===== config.mk =====
export PLATFORM = sky130hd
export DESIGN_NAME = usb_tx_packet_framer
export DESIGN_NICKNAME = d
export VERILOG_FILES = /design/src/rtl/usb_tx_pkg.sv /design/src/rtl/usb_crc16_byte.sv /design/src/rtl/usb_tx_packet_framer.sv
export SDC_FILE = /design/constraint.sdc
export NUM_CORES = 1
export LEC_CHECK = 0
export ABC_AREA = 1
export BUFFER_PORTS_ARGS = -buffer_cell sky130_fd_sc_hd__buf_2
export CAP_MARGIN = 20
export CORE_MARGIN = 8
export CORE_UTILIZATION = 53
export CTS_CLUSTER_DIAMETER = 150
export DETAILED_ROUTE_END_ITERATION = 16
export GPL_TIMING_DRIVEN = 0
export PLACE_DENSITY = 0.79
export SYNTH_ARGS = -nofsm -noshare
export SYNTH_HDL_FRONTEND = slang
export SYNTH_HIERARCHICAL = 1
export SYNTH_SLANG_ARGS = --single-unit

===== constraint.sdc =====
create_clock -name clk -period 2 [get_ports clk]
set_input_delay 0.1 -clock clk [delete_from_list [all_inputs] [get_ports clk]]
set_output_delay 0.1 -clock clk [all_outputs]
set_load 0.01 [all_outputs]

===== src/rtl/usb_tx_pkg.sv =====
// Shared types and constants for the USB TX packet framer: packet codes, PID/SYNC
// byte values, CRC16 parameters and the framer state encoding.
package usb_tx_pkg;

    typedef enum logic [2:0] {
        PKT_NONE  = 3'd0,
        PKT_DATA0 = 3'd1,
        PKT_DATA1 = 3'd2,
        PKT_ACK   = 3'd3,
        PKT_NAK   = 3'd4,
        PKT_STALL = 3'd5
    } tx_pkt_t;

    localparam logic [7:0] SYNC_BYTE = 8'h80;
    localparam logic [7:0] PID_DATA0 = 8'hC3;
    localparam logic [7:0] PID_DATA1 = 8'h4B;
    localparam logic [7:0] PID_ACK   = 8'hD2;
    localparam logic [7:0] PID_NAK   = 8'h5A;
    localparam logic [7:0] PID_STALL = 8'h1E;

    localparam logic [15:0] CRC16_POLY = 16'hA001;
    localparam logic [15:0] CRC16_INIT = 16'hFFFF;

    typedef enum logic [3:0] {
        ST_IDLE   = 4'd0,
        ST_SYNC   = 4'd1,
        ST_PID    = 4'd2,
        ST_FETCH  = 4'd3,
        ST_WAIT   = 4'd4,
        ST_DATA   = 4'd5,
        ST_CRC_LO = 4'd6,
        ST_CRC_HI = 4'd7,
        ST_DONE   = 4'd8
    } framer_state_t;

    function automatic logic [7:0] pid_of(input tx_pkt_t pkt);
        logic [7:0] pid;
        case (pkt)
            PKT_DATA0: pid = PID_DATA0;
            PKT_DATA1: pid = PID_DATA1;
            PKT_ACK:   pid = PID_ACK;
            PKT_NAK:   pid = PID_NAK;
            PKT_STALL: pid = PID_STALL;
            default:   pid = 8'h00;
        endcase
        return pid;
    endfunction

    function automatic logic is_handshake(input tx_pkt_t pkt);
        logic hs;
        case (pkt)
            PKT_ACK, PKT_NAK, PKT_STALL: hs = 1'b1;
            default:                     hs = 1'b0;
        endcase
        return hs;
    endfunction

endpackage


===== src/rtl/usb_crc16_byte.sv =====
// One-byte update of the USB data CRC16 (reflected polynomial, LSB first).
// Purely combinational; the caller owns the CRC register.
module usb_crc16_byte
    import usb_tx_pkg::*;
(
    input  logic [15:0] crc_cur,
    input  logic [7:0]  data,
    output logic [15:0] crc_next
);

    logic [15:0] crc_work_s;

    // Eight shift/xor steps, one per data bit, starting at bit 0
    always_comb begin
        crc_work_s = crc_cur ^ {8'h00, data};
        for (int i = 0; i < 8; i++) begin
            if (crc_work_s[0]) begin
                crc_work_s = (crc_work_s >> 1) ^ CRC16_POLY;
            end else begin
                crc_work_s = crc_work_s >> 1;
            end
        end
        crc_next = crc_work_s;
    end

endmodule


===== src/rtl/usb_tx_packet_framer.sv =====
// Frames one USB packet (SYNC, PID, payload, CRC16) as a valid/ready byte stream.
// Optional feature: define TX_FRAMER_PKT_CNT_EN to add the pkt_count output.
module usb_tx_packet_framer
    import usb_tx_pkg::*;
#(
    parameter int MAX_PAYLOAD = 64
) (
    input  logic        clk,
    input  logic        rst,
`ifdef TX_FRAMER_PKT_CNT_EN
    output logic [15:0] pkt_count,
`endif
    input  logic        tx_start,
    input  logic [2:0]  tx_packet,
    input  logic [6:0]  buffer_occupancy,
    input  logic [7:0]  tx_packet_data,
    output logic        get_tx_packet_data,
    output logic [7:0]  tx_byte,
    output logic        tx_byte_valid,
    input  logic        tx_byte_ready,
    output logic        tx_byte_last,
    output logic        tx_busy,
    output logic        tx_done
);

    localparam logic [6:0] MAX_LEN = 7'(MAX_PAYLOAD);

    framer_state_t state_r;
    tx_pkt_t       pkt_r;
    logic [6:0]    len_r;
    logic [15:0]   crc_r;
    logic [7:0]    byte_r;
    logic          valid_r;
    logic          last_r;
    logic          get_r;
    logic          busy_r;
    logic          done_r;

    logic          start_ok_s;
    logic [6:0]    start_len_s;
    logic          accept_s;
    logic [15:0]   crc_next_s;

    usb_crc16_byte u_crc (
        .crc_cur  (crc_r),
        .data     (byte_r),
        .crc_next (crc_next_s)
    );

    // Start qualification, clipped length and byte-accept decode
    always_comb begin
        start_ok_s  = tx_start && (tx_packet >= 3'd1) && (tx_packet <= 3'd5);
        accept_s    = valid_r && tx_byte_ready;
        if (buffer_occupancy > MAX_LEN) begin
            start_len_s = MAX_LEN;
        end else begin
            start_len_s = buffer_occupancy;
        end
    end

    // Framer FSM with registered byte, handshake and status outputs
    always_ff @(posedge clk or posedge rst) begin
        if (rst) begin
            state_r <= ST_IDLE;
            pkt_r   <= PKT_NONE;
            len_r   <= 7'd0;
            crc_r   <= CRC16_INIT;
            byte_r  <= 8'h00;
            valid_r <= 1'b0;
            last_r  <= 1'b0;
            get_r   <= 1'b0;
            busy_r  <= 1'b0;
            done_r  <= 1'b0;
        end else begin
            case (state_r)
                ST_IDLE: begin
                    done_r  <= 1'b0;
                    get_r   <= 1'b0;
                    last_r  <= 1'b0;
                    if (start_ok_s) begin
                        pkt_r   <= tx_pkt_t'(tx_packet);
                        len_r   <= start_len_s;
                        crc_r   <= CRC16_INIT;
                        busy_r  <= 1'b1;
                        byte_r  <= SYNC_BYTE;
                        valid_r <= 1'b1;
                        state_r <= ST_SYNC;
                    end else begin
                        valid_r <= 1'b0;
                    end
                end
                ST_SYNC: begin
                    if (accept_s) begin
                        byte_r  <= pid_of(pkt_r);
                        last_r  <= is_handshake(pkt_r);
                        state_r <= ST_PID;
                    end
                end
                ST_PID: begin
                    if (accept_s) begin
                        if (is_handshake(pkt_r)) begin
                            byte_r  <= 8'h00;
                            valid_r <= 1'b0;
                            last_r  <= 1'b0;
                            busy_r  <= 1'b0;
                            done_r  <= 1'b1;
                            state_r <= ST_DONE;
                        end else if (len_r == 7'd0) begin
                            byte_r  <= ~crc_r[7:0];
                            state_r <= ST_CRC_LO;
                        end else begin
                            valid_r <= 1'b0;
                            get_r   <= 1'b1;
                            state_r <= ST_FETCH;
                        end
                    end
                end
                ST_FETCH: begin
                    get_r   <= 1'b0;
                    state_r <= ST_WAIT;
                end
                ST_WAIT: begin
                    // Buffer read data is valid in the cycle after the pop
                    byte_r  <= tx_packet_data;
                    valid_r <= 1'b1;
                    state_r <= ST_DATA;
                end
                ST_DATA: begin
                    if (accept_s) begin
                        crc_r <= crc_next_s;
                        len_r <= len_r - 7'd1;
                        if (len_r == 7'd1) begin
                            byte_r  <= ~crc_next_s[7:0];
                            state_r <= ST_CRC_LO;
                        end else begin
                            valid_r <= 1'b0;
                            get_r   <= 1'b1;
                            state_r <= ST_FETCH;
                        end
                    end
                end
                ST_CRC_LO: begin
                    if (accept_s) begin
                        byte_r  <= ~crc_r[15:8];
                        last_r  <= 1'b1;
                        state_r <= ST_CRC_HI;
                    end
                end
                ST_CRC_HI: begin
                    if (accept_s) begin
                        byte_r  <= 8'h00;
                        valid_r <= 1'b0;
                        last_r  <= 1'b0;
                        busy_r  <= 1'b0;
                        done_r  <= 1'b1;
                        state_r <= ST_DONE;
                    end
                end
                ST_DONE: begin
                    done_r  <= 1'b0;
                    state_r <= ST_IDLE;
                end
                default: begin
                    byte_r  <= 8'h00;
                    valid_r <= 1'b0;
                    last_r  <= 1'b0;
                    get_r   <= 1'b0;
                    busy_r  <= 1'b0;
                    done_r  <= 1'b0;
                    state_r <= ST_IDLE;
                end
            endcase
        end
    end

`ifdef TX_FRAMER_PKT_CNT_EN
    logic [15:0] pkt_count_r;

    // Completed-packet counter, wraps naturally at 16 bits
    always_ff @(posedge clk or posedge rst) begin
        if (rst) begin
            pkt_count_r <= 16'h0000;
        end else if (done_r) begin
            pkt_count_r <= pkt_count_r + 16'h0001;
        end else begin
            pkt_count_r <= pkt_count_r;
        end
    end

    assign pkt_count = pkt_count_r;
`endif

    assign tx_byte            = byte_r;
    assign tx_byte_valid      = valid_r;
    assign tx_byte_last       = last_r;
    assign get_tx_packet_data = get_r;
    assign tx_busy            = busy_r;
    assign tx_done            = done_r;

endmodule


==> results of run 1 <==
[flip-flops by register name, summed over array words and instances (netlist names), 3 cells and up]
name / cells
crc_r: 16
len_r: 7
pkt_r: 3
state_r: 4
tx_byte: 8
[cells by family (layout without fill, tap and decap cells)]
logic type	after synthesis	in the layout	share of synthesized area, %
adders and majority gates	4	4	1.588
buffers and inverters	74	120	9.964
DFF	43	43	34.78
and+or+nand+nor	280	280	40.21
xor gates and xnor gates	17	17	5.200
AOI/OAI and AO/OA	50	50	8.257
[critical path, stage by stage, from the launching register on]
cell	delay [ns]
dfrtp_1	0.41
xnor2_1	0.42
inv_1	0.16
nand3_2	0.11
nand3_2	0.11
nand2_2	0.12
nand2_2	0.07
nand2_2	0.08
nand2_1	0.05
nand2_1	0.05
inv_1	0.04
nand2_1	0.07
nand2_1	0.05
nor2_1	0.09
nand3_1	0.08
nand2_1	0.07
nand2_1	0.05
[cell usage in the layout, fill, tap and decap left out, drive strengths merged, types with 3 or more instances in the layout]
master | netlist | routed
nand2 | 176 | 176
inv | 60 | 61
nor2 | 57 | 57
buf | 12 | 49
nand3 | 42 | 42
o21ai | 40 | 40
dfrtp | 27 | 27
dfstp | 16 | 16
xor2 | 10 | 10
clkbuf | 1 | 7
xnor2 | 7 | 7
a21oi | 6 | 6
ha | 4 | 4
a31oi | 3 | 3
nand4 | 3 | 3
[per-layer routing]
| layer | up-vias | track usage, % | share of wire, % | wire length [um] |
|---|---|---|---|---|
| li1 | 1539 | - | - | - |
| met4 | 0 | 6.711 | 1.8 | 144 |
| met3 | 20 | 2.644 | 5.5 | 452 |
| met2 | 112 | 33.49 | 49 | 3993 |
| met1 | 1409 | 23.68 | 44 | 3612 |
| met5 | - | 0 | 0 | 0 |
[synth_stat cells (10+ instances only)]
library cell	number	share of area, %
o21ai_0	36	5.7
dfrtp_1	27	21
nand2_2	11	2.2
xor2_1	10	2.8
dfstp_2	16	13
nand3_1	36	5.7
nand2_1	160	19
inv_1	54	6.4
nor2_1	47	5.6
[power groups by stage]
stage	combinational, uW	sequential [uW]	clock [uW]
CTS	64.1	870	750
global placement	56.9	886	0
floorplan	26.5	886	0
finish	62.8	870	735
detailed placement	62.6	886	0
global route	72.0	871	776
[area by class of cell]
type / instances / area share (%)
clock inverter: 2 / 1.063
multi-input combinational: 351 / 49.57
clock buffer: 6 / 2.263
sequential: 43 / 30.03
timing repair buffer: 38 / 5.896
buffer: 13 / 2.331
tap: 75 / 2.571
inverter: 61 / 6.274
[stage by stage]
step	total power (uW)	hold WS [ns]
floorplan	912.8	0.2633
global placement	943.1	0.3721
detailed placement	948.9	0.09762
CTS	1684	0.06860
global route	1719	0.1086
finish	1668	0.07037
[worst paths after layout]
path	cells after the start	end	slack [ns]
max in group asynchronous	4	crc_r[9]$_DFFE_PP1P_	1.14
min in group asynchronous	3	state_r[0]$_DFFE_PP0P_	0.31
max	16	tx_byte[0]$_DFFE_PP0P_	-0.11
max reg2reg	16	tx_byte[0]$_DFFE_PP0P_	-0.11
min	3	pkt_r[0]$_DFFE_PP0P_	0.07
min reg2reg	2	tx_busy$_DFFE_PP0P_	0.48
[what timing repair did]
item	4_1_cts	5_1_grt
hold endpoints to repair	12	0
gates resized for setup	6	7
setup buffers	1	1
pin swaps	4	4
setup endpoints to repair	1	3
cloned	0	0
hold buffers	1	0
==> reports/metrics.yaml, run 1 <==
status: "finished with violations"
violations: "negative setup slack"
multi_input_area_mm2: 0.001809
drc_errors: 0
rsz0062_at_grt: "yes"
routed_via_density: 5.229
portBuffers: 34
diodes: 0
syn_inst: 468
critPathKind: "flip-flop to flip-flop"
switching_share_pct: 21.63
async_reset_ff_share_pct: 100.0
pre_cts_ws_ns: -0.1991
instances_no_fill: 589
dp.cells: 578
clk_latency_ns: 0.30
p_switching_uw: 360.8
endpoint_kind: "flip-flop"
wl_per_cell_um: 13.93
firstDrtPassIters: 5
fin_skew_ns: 0.008293
synth_area_mm2: 0.003152
fill_cells: 526
fin_crit_sh_pct: 105.7
place_area_mm2: 0.003436
drt_iter0_markers: 280
final-max-slew-violation-count: 0
ys_seq_area_share_pct: 34.78
ys_ff_latch: 43
ir_drop_mv: 0.3297
core_area_mm2: 0.005851
cts.clk_slew.worst_paths_ns: 0.08
antenna_found_initial: 0
fin_util_pct: 62.38
seq_area_mm2: 0.001096
die_h_um: 93.12
crit_required_ns: 2.20
power_frac_comb_pct: 3.8
nets: 539
htreeDepth: 2
report.final.hold_viol_count: 0
cts_tree: "built"
grtUsageTotal_pct: 19.22
powerDensity_mw_per_mm2: 457.1
synth_cell_types: 30
rows: 28
hp-start: "tx_packet[0]"
drtAntennaViolNets: 0
fmax_mhz: 472.9
area_growth_pct: 15.80
setup_ws_ns: -0.1145
cts_root_buf: "clkbuf_8"
startpoint: "tx_byte[3]$_DFFE_PP0P_"
hpwlAfterDp_um: 6010
vias: 3080
arrival_ns: 2.31
grt_remaining_overflow: 0
rr_startpoint: "tx_byte[3]$_DFFE_PP0P_"
synth_flop_cell: "dfrtp_1"
design_area_mm2: 0.003650
tns_ns: -0.1145
start_kind: "flip-flop"
wirelength_um: 8202
drive_gt1_share_pct: 24.32
clockBufferDepth: 2
cts_num_sinks: 43
tightest_slew_ns: 0.5830
fp.dieW_um: 93.12
syn_nets: 494
setup_viol: 1
critPathMaxFanout: 3
grt_max_degree: 29
grt_pass1_vias: 2955
grt_pass1_wl_um: 13330
ios: 35
cap_viol_max_count: 0
hp-class: "input port to flip-flop"
p_int_uw: 1308
yosysWarnings: 6
leakage_uw: 0.002089
period_needed_ns: 2.114
start_util_pct: 53.87
max-slew-margin-rel_pct: 61.09
p_seq_share_pct: 52.2
synth_area_per_cell_um2: 6.735
cts_buffers: 5
die-area_mm2: 0.008670
synth_edf_count: 0
clkPwrFrac_pct: 44.1
gp_congestion: 0.9655
(Power assumes the default switching activity.)
==> run 2, diff against run 1 <==
Settings changed: CORE_UTILIZATION 53 to 55, CTS_BUF_LIST set to sky130_fd_sc_hd__clkbuf_8, PLACE_DENSITY 0.79 to 0.82, SETUP_SLACK_MARGIN set to 0.15.
==> run 2 against run 1 <==
Against the previous run: the run still ends with negative setup slack left; clock skew up 0.0021 ns; clock power down 21%; sequential cell count unchanged; critical path type unchanged; critical endpoint unchanged; highest routed layer unchanged.
==> reports/metrics.yaml, run 2 (synthesis gave the netlist of run 1 again) <==
fmax_mhz: 466.4
p_seq_share_pct: 57.5
fin_skew_ns: 0.01035
design_area_mm2: 0.003811
fp.dieW_um: 91.70
multi_input_area_mm2: 0.001916
nets: 549
routed_via_density: 5.511
violations: "negative setup slack"
mostFrequentLayoutCells: "152 x nand2_1, 49 x inv_1, 46 x nor2_1"
core_area_mm2: 0.005507
cts_num_sinks: 43
rows: 27
dp.cells: 575
grt_pass1_wl_um: 14280
hpwlAfterDp_um: 6083
fill_cells: 450
period_needed_ns: 2.144
final_common_cell: "nand2_1"
antenna_found_initial: 0
grt_max_degree: 44
tns_ns: -0.1739
arrival_ns: 2.35
fin_crit_sh_pct: 107.2
drc_errors: 0
cts_tree: "built"
power_uw: 1515
drtAntennaViolNets: 0
p_switching_uw: 346.6
gp_congestion: 0.9464
setup_viol: 2
area_growth_pct: 20.92
grt_pass1_vias: 3234
wirelength_um: 8890
instances_no_fill: 595
ir_drop_mv: 0.3234
cts.clk_slew.worst_paths_ns: 0.09
rsz0062_at_grt: "yes"
report.final.hold_viol_count: 0
start_kind: "flip-flop"
grt_remaining_overflow: 0
cap_viol_max_count: 0
powerDensity_mw_per_mm2: 397.4
switching_share_pct: 22.88
cts_root_buf: "clkbuf_8"
tightest_slew_ns: 0.5925
die_h_um: 91.70
start_util_pct: 57.24
wl_per_cell_um: 14.94
seq_area_mm2: 0.001096
hp-class: "input port to flip-flop"
clk_latency_ns: 0.31
critPathKind: "flip-flop to flip-flop"
fin_util_pct: 69.21
critPathMaxFanout: 4
drt_iter0_markers: 304
vias: 3279
power_frac_comb_pct: 4.2
status: "finished with violations"
htreeDepth: 2
largest_reg_flops: 16
crit_required_ns: 2.21
portBuffers: 34
die-area_mm2: 0.008409
max-slew-margin-rel_pct: 60.46
diodes: 0
largest_register: "crc_r"
ios: 35
clkPwrFrac_pct: 38.4
clockBufferDepth: 2
final-max-slew-violation-count: 0
firstDrtPassIters: 5
place_area_mm2: 0.003455
grtUsageTotal_pct: 20.59
setup_ws_ns: -0.1443
leakage_uw: 0.002135
cts_buffers: 5
p_int_uw: 1168
drive_gt1_share_pct: 28.68
endpoint_kind: "flip-flop"
-- run 2: area by class of cell --
type / count / share of cell area, %
multi-input cells: 351 / 50.26
flip-flops and latches: 43 / 28.76
repair buffers: 48 / 7.814
inverters: 61 / 6.008
plain buffers: 13 / 2.495
well taps: 72 / 2.364
clock buffers: 6 / 2.167
clock inverters: 1 / 0.1313
-- run 2: path summary, 6_finish.rpt --
| kind | start | end | slack (ns) | cells after the start |
|---|---|---|---|---|
| max in group asynchronous | rst | crc_r[4]$_DFFE_PP1P_ | 1.36 | 4 |
| min in group asynchronous | rst | tx_byte[4]$_DFFE_PP0P_ | 0.38 | 4 |
| setup / recovery | crc_r[0]$_DFFE_PP1P_ | tx_byte[0]$_DFFE_PP0P_ | -0.14 | 19 |
| hold / removal | tx_packet[0] | pkt_r[0]$_DFFE_PP0P_ | 0.07 | 3 |
| hold reg to reg | tx_busy$_DFFE_PP0P_ | tx_busy$_DFFE_PP0P_ | 0.48 | 2 |
| setup reg to reg | crc_r[0]$_DFFE_PP1P_ | tx_byte[0]$_DFFE_PP0P_ | -0.14 | 19 |
-- run 2: per-stage QoR --
| stage | hold WS, ns | setup WS (ns) |
|---|---|---|
| 2_1_floorplan | 0.2633 | 0.1511 |
| 3_5_place_dp | 0.1500 | -0.1061 |
| 6_report | 0.06964 | -0.1443 |
| 4_1_cts | 0.06770 | -0.02001 |
| 3_3_place_gp | 0.3710 | -0.05046 |
| 5_1_grt | 0.1148 | -0.2348 |
-- run 2: routing by layer --
layer | global-route usage [%] | vias to the layer above | wire length (um)
li1 | - | 1558 | -
met1 | 23.62 | 1531 | 3666
met2 | 34.33 | 156 | 4328
met3 | 5.379 | 34 | 599
met4 | 11.28 | 0 | 296
met5 | 0 | - | 0
-- run 2: critical path, stage by stage, from the launching register on --
cell and delay (ns):
dfstp_2 0.58, inv_2 0.06, nand2_2 0.07, nand2_4 0.06, nand2_4 0.11, nand2_4 0.09
nand2_4 0.09, nand3_2 0.07, nand3_2 0.10, nand3_2 0.13, nand2_2 0.10, nand2_1 0.05
nand2_1 0.08, inv_2 0.04, nand2_2 0.08, nand2_1 0.05, nor2_1 0.08, nand3_1 0.07
nand2_1 0.07, nand2_1 0.05
-- run 2: repair_timing --
item	in CTS	in global routing
pin swaps	13	21
endpoints found under the hold margin	27	0
setup buffers	8	4
gates resized for setup	14	30
setup endpoints to repair	2	27
hold buffers	1	0
-- run 2: power by group through the flow --
stage | Clock (uW) | Combinational (uW) | Sequential (uW)
2_1_floorplan | 0 | 26.5 | 886
3_3_place_gp | 0 | 55.6 | 886
3_5_place_dp | 0 | 62.8 | 886
4_1_cts | 586 | 64.6 | 870
5_1_grt | 616 | 72.1 | 870
6_report | 581 | 62.9 | 870
==> run 3, diff against run 2 <==
Settings changed: PLACE_DENSITY 0.82 to 0.87, SLEW_MARGIN set to 40.
==> run 3 against run 2 <==
Against the previous run: the run still ends with negative setup slack left; sequential cell count unchanged; register-to-register slack got worse by 0.05 ns; final cell count is 0.17% lower; via count increased by 1.2%; global-route usage shrank 0.49 points; clock-buffer cell count fell by 1; utilization is 0.39 points higher; critical path type unchanged.
==> reports/metrics.yaml, run 3 (synthesis gave the netlist of run 1 again) <==
arrival_ns: 2.40
fin_util_pct: 69.60
drc_errors: 0
die-area_mm2: 0.008409
cap_viol_max_count: 0
start_kind: "flip-flop"
final_common_cell: "nand2_1"
antenna_found_initial: 0
cts_root_buf: "clkbuf_8"
grt_pass1_wl_um: 14010
rows: 27
cts_buffers: 5
drtAntennaViolNets: 0
core_area_mm2: 0.005507
grt_max_degree: 44
start_util_pct: 57.24
fin_skew_ns: 0.01138
leakage_uw: 0.002120
mostFrequentLayoutCells: "148 x nand2_1, 50 x inv_1, 47 x nor2_1"
report.final.hold_viol_count: 0
gp_congestion: 0.9485
area_growth_pct: 21.60
diodes: 0
status: "finished with violations"
fmax_mhz: 456.2
grtUsageTotal_pct: 20.10
wl_per_cell_um: 15.40
fp.dieW_um: 91.70
critPathKind: "flip-flop to flip-flop"
final-max-slew-violation-count: 0
cts.clk_slew.worst_paths_ns: 0.09
ir_drop_mv: 0.2660
max-slew-margin-rel_pct: 64.54
setup_viol: 3
hp-class: "input port to flip-flop"
firstDrtPassIters: 7
hpwlAfterDp_um: 5976
rsz0062_at_grt: "yes"
hold_ws_ns: 0.07095
drt_iter0_markers: 352
powerDensity_mw_per_mm2: 390.2
largest_register: "crc_r"
htreeDepth: 2
crit_required_ns: 2.21
cts_num_sinks: 43
setup_ws_ns: -0.1920
fin_crit_sh_pct: 109.6
endpoint_kind: "flip-flop"
cts_tree: "built"
ios: 35
pre_cts_ws_ns: -0.1241
die_h_um: 91.70
grt_remaining_overflow: 0
clk_latency_ns: 0.31
period_needed_ns: 2.192
violations: "negative setup slack"
vias: 3319
drive_gt1_share_pct: 28.93
critPathMaxFanout: 4
fill_cells: 434
wirelength_um: 9147
tightest_slew_ns: 0.5319
tns_ns: -0.3395
grt_pass1_vias: 3096
largest_reg_flops: 16
reg2reg_slack_ns: -0.19
clockBufferDepth: 2
routed_via_density: 5.588
nets: 547
portBuffers: 34
[run 3: repair_timing]
item                                   CTS  global route
resized for setup                        9            44
setup endpoints to repair                2            32
hold buffers                             1             0
pin swaps                                9            26
buffers inserted                         4             7
endpoints found under the hold margin   27             0
cloned                                   0             0
[run 3: worst paths after layout]
kind,startpoint,to,cells after the start
worst max register to register,crc_r[0]$_DFFE_PP1P_,tx_byte[0]$_DFFE_PP0P_,19
worst min-delay path,tx_packet[2],pkt_r[2]$_DFFE_PP0P_,3
worst max-delay path,crc_r[0]$_DFFE_PP1P_,tx_byte[0]$_DFFE_PP0P_,19
worst min register to register,tx_busy$_DFFE_PP0P_,tx_busy$_DFFE_PP0P_,2
min in group asynchronous,rst,tx_byte_last$_DFFE_PP0P_,3
max in group asynchronous,rst,state_r[3]$_DFFE_PP0P_,3
[run 3: where the power goes]
| part | internal, uW | switching (uW) | total [uW] | leakage [uW] |
|---|---|---|---|---|
| sequential | 870 | 0 | 870 | 0.000520 |
| clock | 240 | 327 | 567 | 0.0000453 |
| combinational | 22.2 | 36.0 | 58.2 | 0.00155 |
[run 3: worst max-delay path, stage by stage (launching register included)]
cell     delay, ns
dfstp_2       0.59
nand2_1       0.08
nand2_2       0.09
nand2_4       0.09
nand2_4       0.10
nand2_4       0.08
nand3_4       0.11
nand3_4       0.10
nand2_4       0.10
nand2_4       0.07
nand2_4       0.10
nand2_2       0.06
nand2_2       0.08
inv_2         0.04
nand2_2       0.07
nand2_1       0.06
nor2_1        0.09
nand3_1       0.07
nand2_1       0.08
nand2_1       0.05
[run 3: layout make-up]
cell class / count / area (um^2) / area share [%]
Multi-Input combinational cell: 351 / 1967 / 51.32
Sequential cell: 43 / 1099 / 28.66
Timing Repair Buffer: 46 / 262.8 / 6.856
Inverter: 61 / 231.5 / 6.040
Buffer: 13 / 97.59 / 2.547
Tap cell: 72 / 90.09 / 2.351
Clock buffer: 5 / 68.82 / 1.796
Clock inverter: 3 / 16.27 / 0.4244
[run 3: per-layer routing]
metal  global-route usage [%]  vias up  share of wire [%]
met5                        0        -                  0
met4                    7.651        0                3.3
met3                    4.156       37                9.1
met2                    33.25      190                 48
met1                    25.17     1540                 40
li1                         -     1552                  -
[run 3: metrics by stage]
step / instance area [um^2] / instances / power, uW
finish: 3832 / 594 / 1495
global route: 3832 / 594 / 1536
CTS: 3605 / 587 / 1489
detailed placement: 3437 / 574 / 943.5
global placement: 3435 / 574 / 941.4
floorplan: 3174 / 468 / 912.8
